## src/rtl/kanagawa_memory_write_arbiter.sv

```systemverilog
// Round-robin write-port arbiter with burst lock for a bypassed memory.
// Optional per-requester grant counters: KANAGAWA_WRITE_ARB_STATS_EN.
module kanagawa_memory_write_arbiter #(
    parameter int NUM_REQUESTERS = 4,
    parameter int DATA_WIDTH     = 32,
    parameter int ADDR_WIDTH     = 5,
    parameter int MAX_BURST      = 8
) (
    input  logic                                 clk,
    input  logic                                 rst,
    input  logic [NUM_REQUESTERS-1:0]            req_valid_in,
    output logic [NUM_REQUESTERS-1:0]            req_ready_out,
    input  logic [NUM_REQUESTERS-1:0]            req_last_in,
    input  logic [NUM_REQUESTERS*ADDR_WIDTH-1:0] req_addr_in,
    input  logic [NUM_REQUESTERS*DATA_WIDTH-1:0] req_data_in,
    output logic                                 wren_out,
    output logic [ADDR_WIDTH-1:0]                write_addr_out,
    output logic [DATA_WIDTH-1:0]                data_out,
    output logic [$clog2(NUM_REQUESTERS)-1:0]    grant_id_out,
    output logic                                 locked_out,
    output logic                                 burst_overflow_out
`ifdef KANAGAWA_WRITE_ARB_STATS_EN
    ,
    output logic [NUM_REQUESTERS*16-1:0]         grant_count_out
`endif
);

    localparam int ID_W  = $clog2(NUM_REQUESTERS);
    localparam int CNT_W = $clog2(MAX_BURST + 1);

    typedef enum logic {IDLE, LOCKED} state_t;

    state_t           state, state_nxt;
    logic [ID_W-1:0]  owner, owner_nxt;
    logic [ID_W-1:0]  rr_ptr, rr_nxt;
    logic [ID_W-1:0]  winner, sel;
    logic [ID_W:0]    idx;
    logic [CNT_W-1:0] count, count_nxt;
    logic             found, accept, acc_last, ovf_nxt;
    logic [ADDR_WIDTH-1:0] acc_addr;
    logic [DATA_WIDTH-1:0] acc_data;

    // Rotating priority scan starting at rr_ptr.
    always_comb begin
        found  = 1'b0;
        winner = rr_ptr;
        idx    = '0;
        for (int k = 0; k < NUM_REQUESTERS; k++) begin
            idx = {1'b0, rr_ptr} + (ID_W+1)'(k);
            if (idx >= (ID_W+1)'(NUM_REQUESTERS))
                idx = idx - (ID_W+1)'(NUM_REQUESTERS);
            if (!found && req_valid_in[idx[ID_W-1:0]]) begin
                found  = 1'b1;
                winner = idx[ID_W-1:0];
            end
        end
    end

    always_comb begin
        req_ready_out = '0;
        sel = (state == LOCKED) ? owner : winner;
        if (rst) begin
            unique case (state)
                IDLE:   if (found) req_ready_out[winner] = 1'b1;
                LOCKED: req_ready_out[owner] = req_valid_in[owner];
                default: req_ready_out = '0;
            endcase
        end
        accept   = |(req_valid_in & req_ready_out);
        acc_last = req_last_in[sel];
        acc_addr = req_addr_in[sel*ADDR_WIDTH +: ADDR_WIDTH];
        acc_data = req_data_in[sel*DATA_WIDTH +: DATA_WIDTH];
    end

    always_comb begin
        state_nxt = state;
        owner_nxt = owner;
        count_nxt = count;
        rr_nxt    = rr_ptr;
        ovf_nxt   = burst_overflow_out;
        if (accept) begin
            if (count == CNT_W'(MAX_BURST))
                ovf_nxt = 1'b1;
            if (acc_last) begin
                state_nxt = IDLE;
                count_nxt = '0;
                rr_nxt = (sel == ID_W'(NUM_REQUESTERS-1)) ? '0 : sel + ID_W'(1);
            end else begin
                state_nxt = LOCKED;
                owner_nxt = sel;
                if (count != CNT_W'(MAX_BURST))
                    count_nxt = count + CNT_W'(1);
            end
        end
    end

    always_ff @(posedge clk) begin
        if (!rst) begin
            state              <= IDLE;
            owner              <= '0;
            count              <= '0;
            rr_ptr             <= '0;
            wren_out           <= 1'b0;
            write_addr_out     <= '0;
            data_out           <= '0;
            grant_id_out       <= '0;
            locked_out         <= 1'b0;
            burst_overflow_out <= 1'b0;
        end else begin
            state              <= state_nxt;
            owner              <= owner_nxt;
            count              <= count_nxt;
            rr_ptr             <= rr_nxt;
            wren_out           <= accept;
            locked_out         <= (state_nxt == LOCKED);
            burst_overflow_out <= ovf_nxt;
            if (accept) begin
                write_addr_out <= acc_addr;
                data_out       <= acc_data;
                grant_id_out   <= sel;
            end
        end
    end

`ifdef KANAGAWA_WRITE_ARB_STATS_EN
    logic [15:0] gcnt [NUM_REQUESTERS];

    always_ff @(posedge clk) begin
        if (!rst) begin
            for (int i = 0; i < NUM_REQUESTERS; i++)
                gcnt[i] <= '0;
        end else if (accept && gcnt[sel] != 16'hFFFF) begin
            gcnt[sel] <= gcnt[sel] + 16'd1;
        end
    end

    for (genvar g = 0; g < NUM_REQUESTERS; g++) begin : g_cnt
        assign grant_count_out[g*16 +: 16] = gcnt[g];
    end
`endif

endmodule
```

## config.mk

```make
export PLATFORM = sky130hd
export DESIGN_NAME = kanagawa_memory_write_arbiter
export DESIGN_NICKNAME = d
export VERILOG_FILES = /design/src/rtl/kanagawa_memory_write_arbiter.sv
export SDC_FILE = /design/constraint.sdc
export NUM_CORES = 1
export LEC_CHECK = 0
export BUFFER_PORTS_ARGS = -buffer_cell sky130_fd_sc_hd__buf_2
export CAP_MARGIN = 20
export CORE_MARGIN = 2
export CORE_UTILIZATION = 40
export DETAILED_ROUTE_END_ITERATION = 8
export PLACE_DENSITY = 0.75
export SLEW_MARGIN = 20
export SYNTH_ARGS = -nofsm -noshare
export SYNTH_HDL_FRONTEND = slang
export SYNTH_SLANG_ARGS = --single-unit
export TNS_END_PERCENT = 1
```

## constraint.sdc

```tcl
create_clock -name clk -period 5 [get_ports clk]
set_input_delay 1 -clock clk [delete_from_list [all_inputs] [get_ports clk]]
set_output_delay 1 -clock clk [all_outputs]
set_load 0.02 [all_outputs]
```

# Yosys cells after proc, flatten, opt, wreduce, memory -nomap -nowiden
# Cells that the tools add are included.
[op_classes]
n_reduce_logical = 14
n_lt_le_gt_ge = 13
addsub = 9
n_eq_ne = 3
bitwise = 4
n_shift = 2
n_mul = 1
mux = 36
[op_table]
columns = ["operator", "count"]
rows = [
  ["$shiftx A128 B8 Y32", 1],
  ["$lt A2 B3 Y1 const B", 7],
  ["$mux W2", 10],
  ["$shiftx A20 B6 Y5", 1],
  ["$mux W4", 4],
  ["$mux W1", 13],
  ["$bmux W1 S2", 6],
  ["$ge A3 B3 Y1 const B", 3],
  ["$and A4 B4 Y4", 2],
  ["$pmux W4 S2", 1],
  ["$reduce_and A2 Y1", 4],
  ["$sub A2 B1 Y2 const B", 4],
  ["$add A2 B2 Y3 const B", 2],
  ["$logic_and A1 B1 Y1", 5],
  ["$mul A2 B3 Y5 const B", 1],
  ["$add A4 B1 Y4 const B", 1],
  ["$demux W1 S2", 2],
  ["$eq A4 B4 Y1 const B", 1],
  ["$ge A2 B1 Y1 const B", 2],
  ["$ne A4 B4 Y1 const B", 1],
  ["$reduce_or A4 Y1", 1],
  ["$add A2 B1 Y3 const B", 1],
  ["$ge A2 B3 Y1 const B", 1],
  ["$logic_not A1 Y1", 3],
  ["4 further kinds", 5],
]
[word_totals]
out_inout_bits = 46
elab_cells = 91
reg_bits = 50
inputBits = 158

# Logic depth before layout (Yosys ltp)
[depth]
depth_word = 24
ltp_mapped = 12
ltp_nobuf = 9

# Worst setup path before layout
# No wires, ideal clock.
[synth_path]
kind = "input to output"
from = "input req_valid_in[1]"
to = "output req_ready_out[0]"
stages = 7
path_buffers = 1
slack_ns = 1.599
t_arrival_ns = 2.401
path_cell_list = "clkbuf_2 nor2_1 a21oi_1 o221ai_1 a21boi_0 o21ai_0 nor3_1"
[synth_between]
elab_chain_len = 19
[synth_rtl]
columns = ["item", "line_no", "text"]
rows = [
  ["start: declaration", "11", "input logic [NUM_REQUESTERS-1:0] req_valid_in,"],
  ["$bmux W1 S2", "52", "if (!found && req_valid_in[idx[ID_W-1:0]]) begin"],
  ["$mux W1 (implied by the code)", "52", ""],
  ["$mux W1", "52", ""],
  ["$logic_not A1 Y1", "52", ""],
  ["$logic_and A1 B1 Y1", "52", ""],
  ["$mux W1", "52", ""],
  ["$logic_not A1 Y1", "52", ""],
  ["$logic_and A1 B1 Y1", "52", ""],
  ["[... 3 more ...]", "--", ""],
  ["$mux W2", "52", ""],
  ["$lt A2 B3 Y1 (implied by the code) or $ge A2 B1 Y1 (tied branches)", "64", "IDLE: if (found) req_ready_out[winner] = 1'b1;"],
  ["$logic_and A1 B1 Y1 (implied by the code)", "64", ""],
  ["$mux W1 (implied by the code)", "64", ""],
  ["$demux W1 S2", "64", ""],
  ["$mux W4", "64", ""],
  ["$pmux W4 S2 *", "63", "unique case (state)"],
  ["$mux W4 *", "62", "if (rst) begin"],
  ["end: declaration", "12", "output logic [NUM_REQUESTERS-1:0] req_ready_out,"],
]
# Every way passes the cells marked *; elsewhere a longest branch is shown, timed or not. The select of a mux whose other input is x is not followed.

# Worst setup path after layout
[layout_path]
from = "input req_valid_in[0]"
to = "output req_ready_out[0]"
# Same word-level chain as after synthesis.

==> results.md <==
- Setup TNS: 0 ns
- Synth Area in Adders: 1.10%
- Final nets: 778
- Cells after Synth: 442
- Diode count: 0
- CTS tree: built
- Power Density: 354 mW/mm²
- Post-synth top area cell: dfxtp_1
- Most Crowded Layer GR: met2
- Final Routed Wirelength: 10600 µm
- CTS Buf Count: 5
- Largest net degree at the start of global routing: 85
- Largest family of logic cells by synthesized area: compound AO/OA/AOI/OAI gates
- Wire per inst: 14.6 µm
- Hold WC Path Type: reg2reg
- Outcome: complete, no violations
- Reg2reg path depth: 8
- Clock skew: 0.0154 ns
- Pleak: 0.00210 µW
- Initial antenna violation count: 0
- Sequential share of the synthesized area: 29.3%
- Yosys top cell area share: 29.3%
- Worst setup SP type: primary input
- Final Max Slew Viols: 0
- Row cnt: 33
- RSZ-0062 raised after global routing: no
- Fmax: 283 MHz
- Iteration-0 DRC Markers: 122
- Period utilization: 70.8%
- Postcts setup bufs: 0
- CORE AREA: 0.00826 mm²
- Placed Instances: 715
- Root buffer cell: clkbuf_8
- Number of flops mapped to enable cells by yosys: 0
- Compound-Gate Fraction of Synth Area: 34.4%
- Async S/R FF share, synth: 0%
- Grt met1 use: 25.6%
- Final Non-Filler Cells: 723
- # H-tree levels: 2
- Antenna viol nets, final: 0
- Drt first pass iters: 5
- Die X: 96.4 µm
- WS Path Type: in2out
- Distinct cell type count after synthesis: 51
- Met3 Use GR: 6.50%
- Synth warn: 0
- Cell area after synthesis: 0.00341 mm²
- Total congestion overflow: 0
- Area growth, synth to finish: 33.4%
- Critical Path End Type: primary output
- Total GRT Usage: 21.9%
- Clock-pin transition on the worst setup and hold timing paths: 0.09 ns
- Vias: 3911
- Hold_buf cts: 0
- Top cells by area, synth: dfxtp_1 29%, nand2_1 13%, a311o_1 11%, a211oi_1 8.4%, a21boi_1 8.1%
- Routability cong.: 0.880
- Ys flop type: dfxtp_1
- CTS sink count: 50
- Post-DP HPWL: 7820 µm
- CTS-repair resized insts: 0
- Die area: 0.00929 mm²
- Crit path required time: 4.00 ns
- Net Count, Synth: 603
- Simple-Gate Fraction of Synth Area: 24.8%
- Setup Viol. Count Final: 0
- # DRC: 0
- GR Layer Usage met2: 38.7%
- Post-Synth XOR/XNOR Area: 0.513%
- Starting Density: 41.3%
- Flops & latches, synth: 50
- Die Span Y: 96.4 µm
- Filler cells: 830
- Peak supply drop: 0.220 mV
- Slew @ Worst Pin: 1.07 ns
- First-pass GRT wire length: 16100 µm
- Depth of the worst hold-timing path: 2
- Post-layout min period: 3.54 ns
- Port Buffer Count: 203
- Via density: 5.41
- Crit path DAT: 2.54 ns
- Final-report hold violation count: 0
- Rel. slew slack: 28.6%
- Layout cells sized above 1: 37.1%
- Vias in the first global route: 3578
- Avg Synthesized Cell Area: 7.72 µm²
- Clock latency at the later pin of the worst-skew pair: 0.30 ns
- Mux share of post-synthesis cell area: 2.71%
- IO Pins: 204
- Max_cap viols: 0
- Crit-path max FO: 8
- Clock tree buffer depth: 2
## placed cells by master (no fill, tap or decap), types with 3 or more instances in the layout
cell / netlist / layout
o21ai_0: 7 / 7
buf_2: 11 / 203
a21oi_1: 6 / 6
nor2b_1: 4 / 4
and2_1: 36 / 36
ha_1: 3 / 3
a311o_1: 37 / 37
inv_1: 8 / 8
a21boi_1: 37 / 37
clkbuf_8: 0 / 6
nand2b_1: 3 / 3
dfxtp_1: 50 / 50
nand2_1: 120 / 120
buf_4: 1 / 4
a211oi_1: 38 / 38
nor2_1: 9 / 9
## synth_stat cells (3+ instances only)
cell type / number
a211oi_1: 38
ha_1: 3
nor2b_1: 4
buf_6: 5
inv_1: 8
and2_1: 36
clkbuf_1: 21
a311o_1: 37
nand2b_1: 3
buf_2: 11
nor2_1: 9
dfxtp_1: 50
a21boi_1: 37
a21oi_1: 6
nand2_1: 120
o21ai_0: 7
## final timing paths
path,from,to,slack (ns)
max,req_valid_in[0],req_ready_out[0],1.46
max reg2reg,state,data_out[5],2.12
min,data_out[27],data_out[27],0.45
min reg2reg,data_out[27],data_out[27],0.45
## report_power, final
part | internal, µW | switching [µW]
logic | 309 | 450
clock network | 213 | 137
registers | 459 | 41.3
total | 982 | 628
## state kept, by name (all words and copies together), names as in the netlist
register	count
wren_out	1
state	1
owner	2
grant_id_out	2
count	4
burst_overflow_out	1
rr_ptr	2
data_out	32
write_addr_out	5
## through the flow
stage | worst slack (ns) | util [%] | hold WS (ns) | total power [µW] | cell area (µm²)
final | 1.46 | 55.1 | 0.454 | 1610 | 4550
after global routing | 1.33 | 55.1 | 0.475 | 1720 | 4550
after CTS | 1.48 | 55.1 | 0.457 | 1620 | 4550
after detailed placement | 1.45 | 53.4 | 0.444 | 1270 | 4410
after global placement | 1.50 | 53.4 | 0.440 | 1250 | 4410
after floorplan | 1.60 | - | 0.469 | 1070 | 3410
## area by class of cell
type	instances	area, µm²	area share (%)
Timing Repair Buffer	208	1070	23.4
Inverter	10	37.5	0.824
Sequential cell	50	1000	22.0
Clock buffer	6	82.6	1.81
Clock inverter	2	60.1	1.32
Multi-Input combinational cell	342	2170	47.8
Tap cell	105	131	2.89
## kinds of logic after synthesis
group | count (synthesis)
flops | 50
compound gates | 144
mux | 7
fa+ha+maj | 3
simple gates | 186
buf+inv | 50
xor+xnor | 2
## metal layers
layer / wire (µm) / share of wire, % / up-vias
met5: 0 / 0 / -
met4: 141 / 1.3 / 0
met3: 910 / 8.6 / 15
met2: 5240 / 50 / 166
met1: 4270 / 40 / 1802
li1: - / - / 1928
## worst max-delay path: stages
cell and delay [ns]:
buf_2 0.15, nor2_1 0.08, o21a_1 0.17, o221ai_1 0.34, a21boi_0 0.21, o21ai_0 0.12
nor3_1 0.26, buf_2 0.21
No activity file was read; power rests on OpenSTA's default activity.
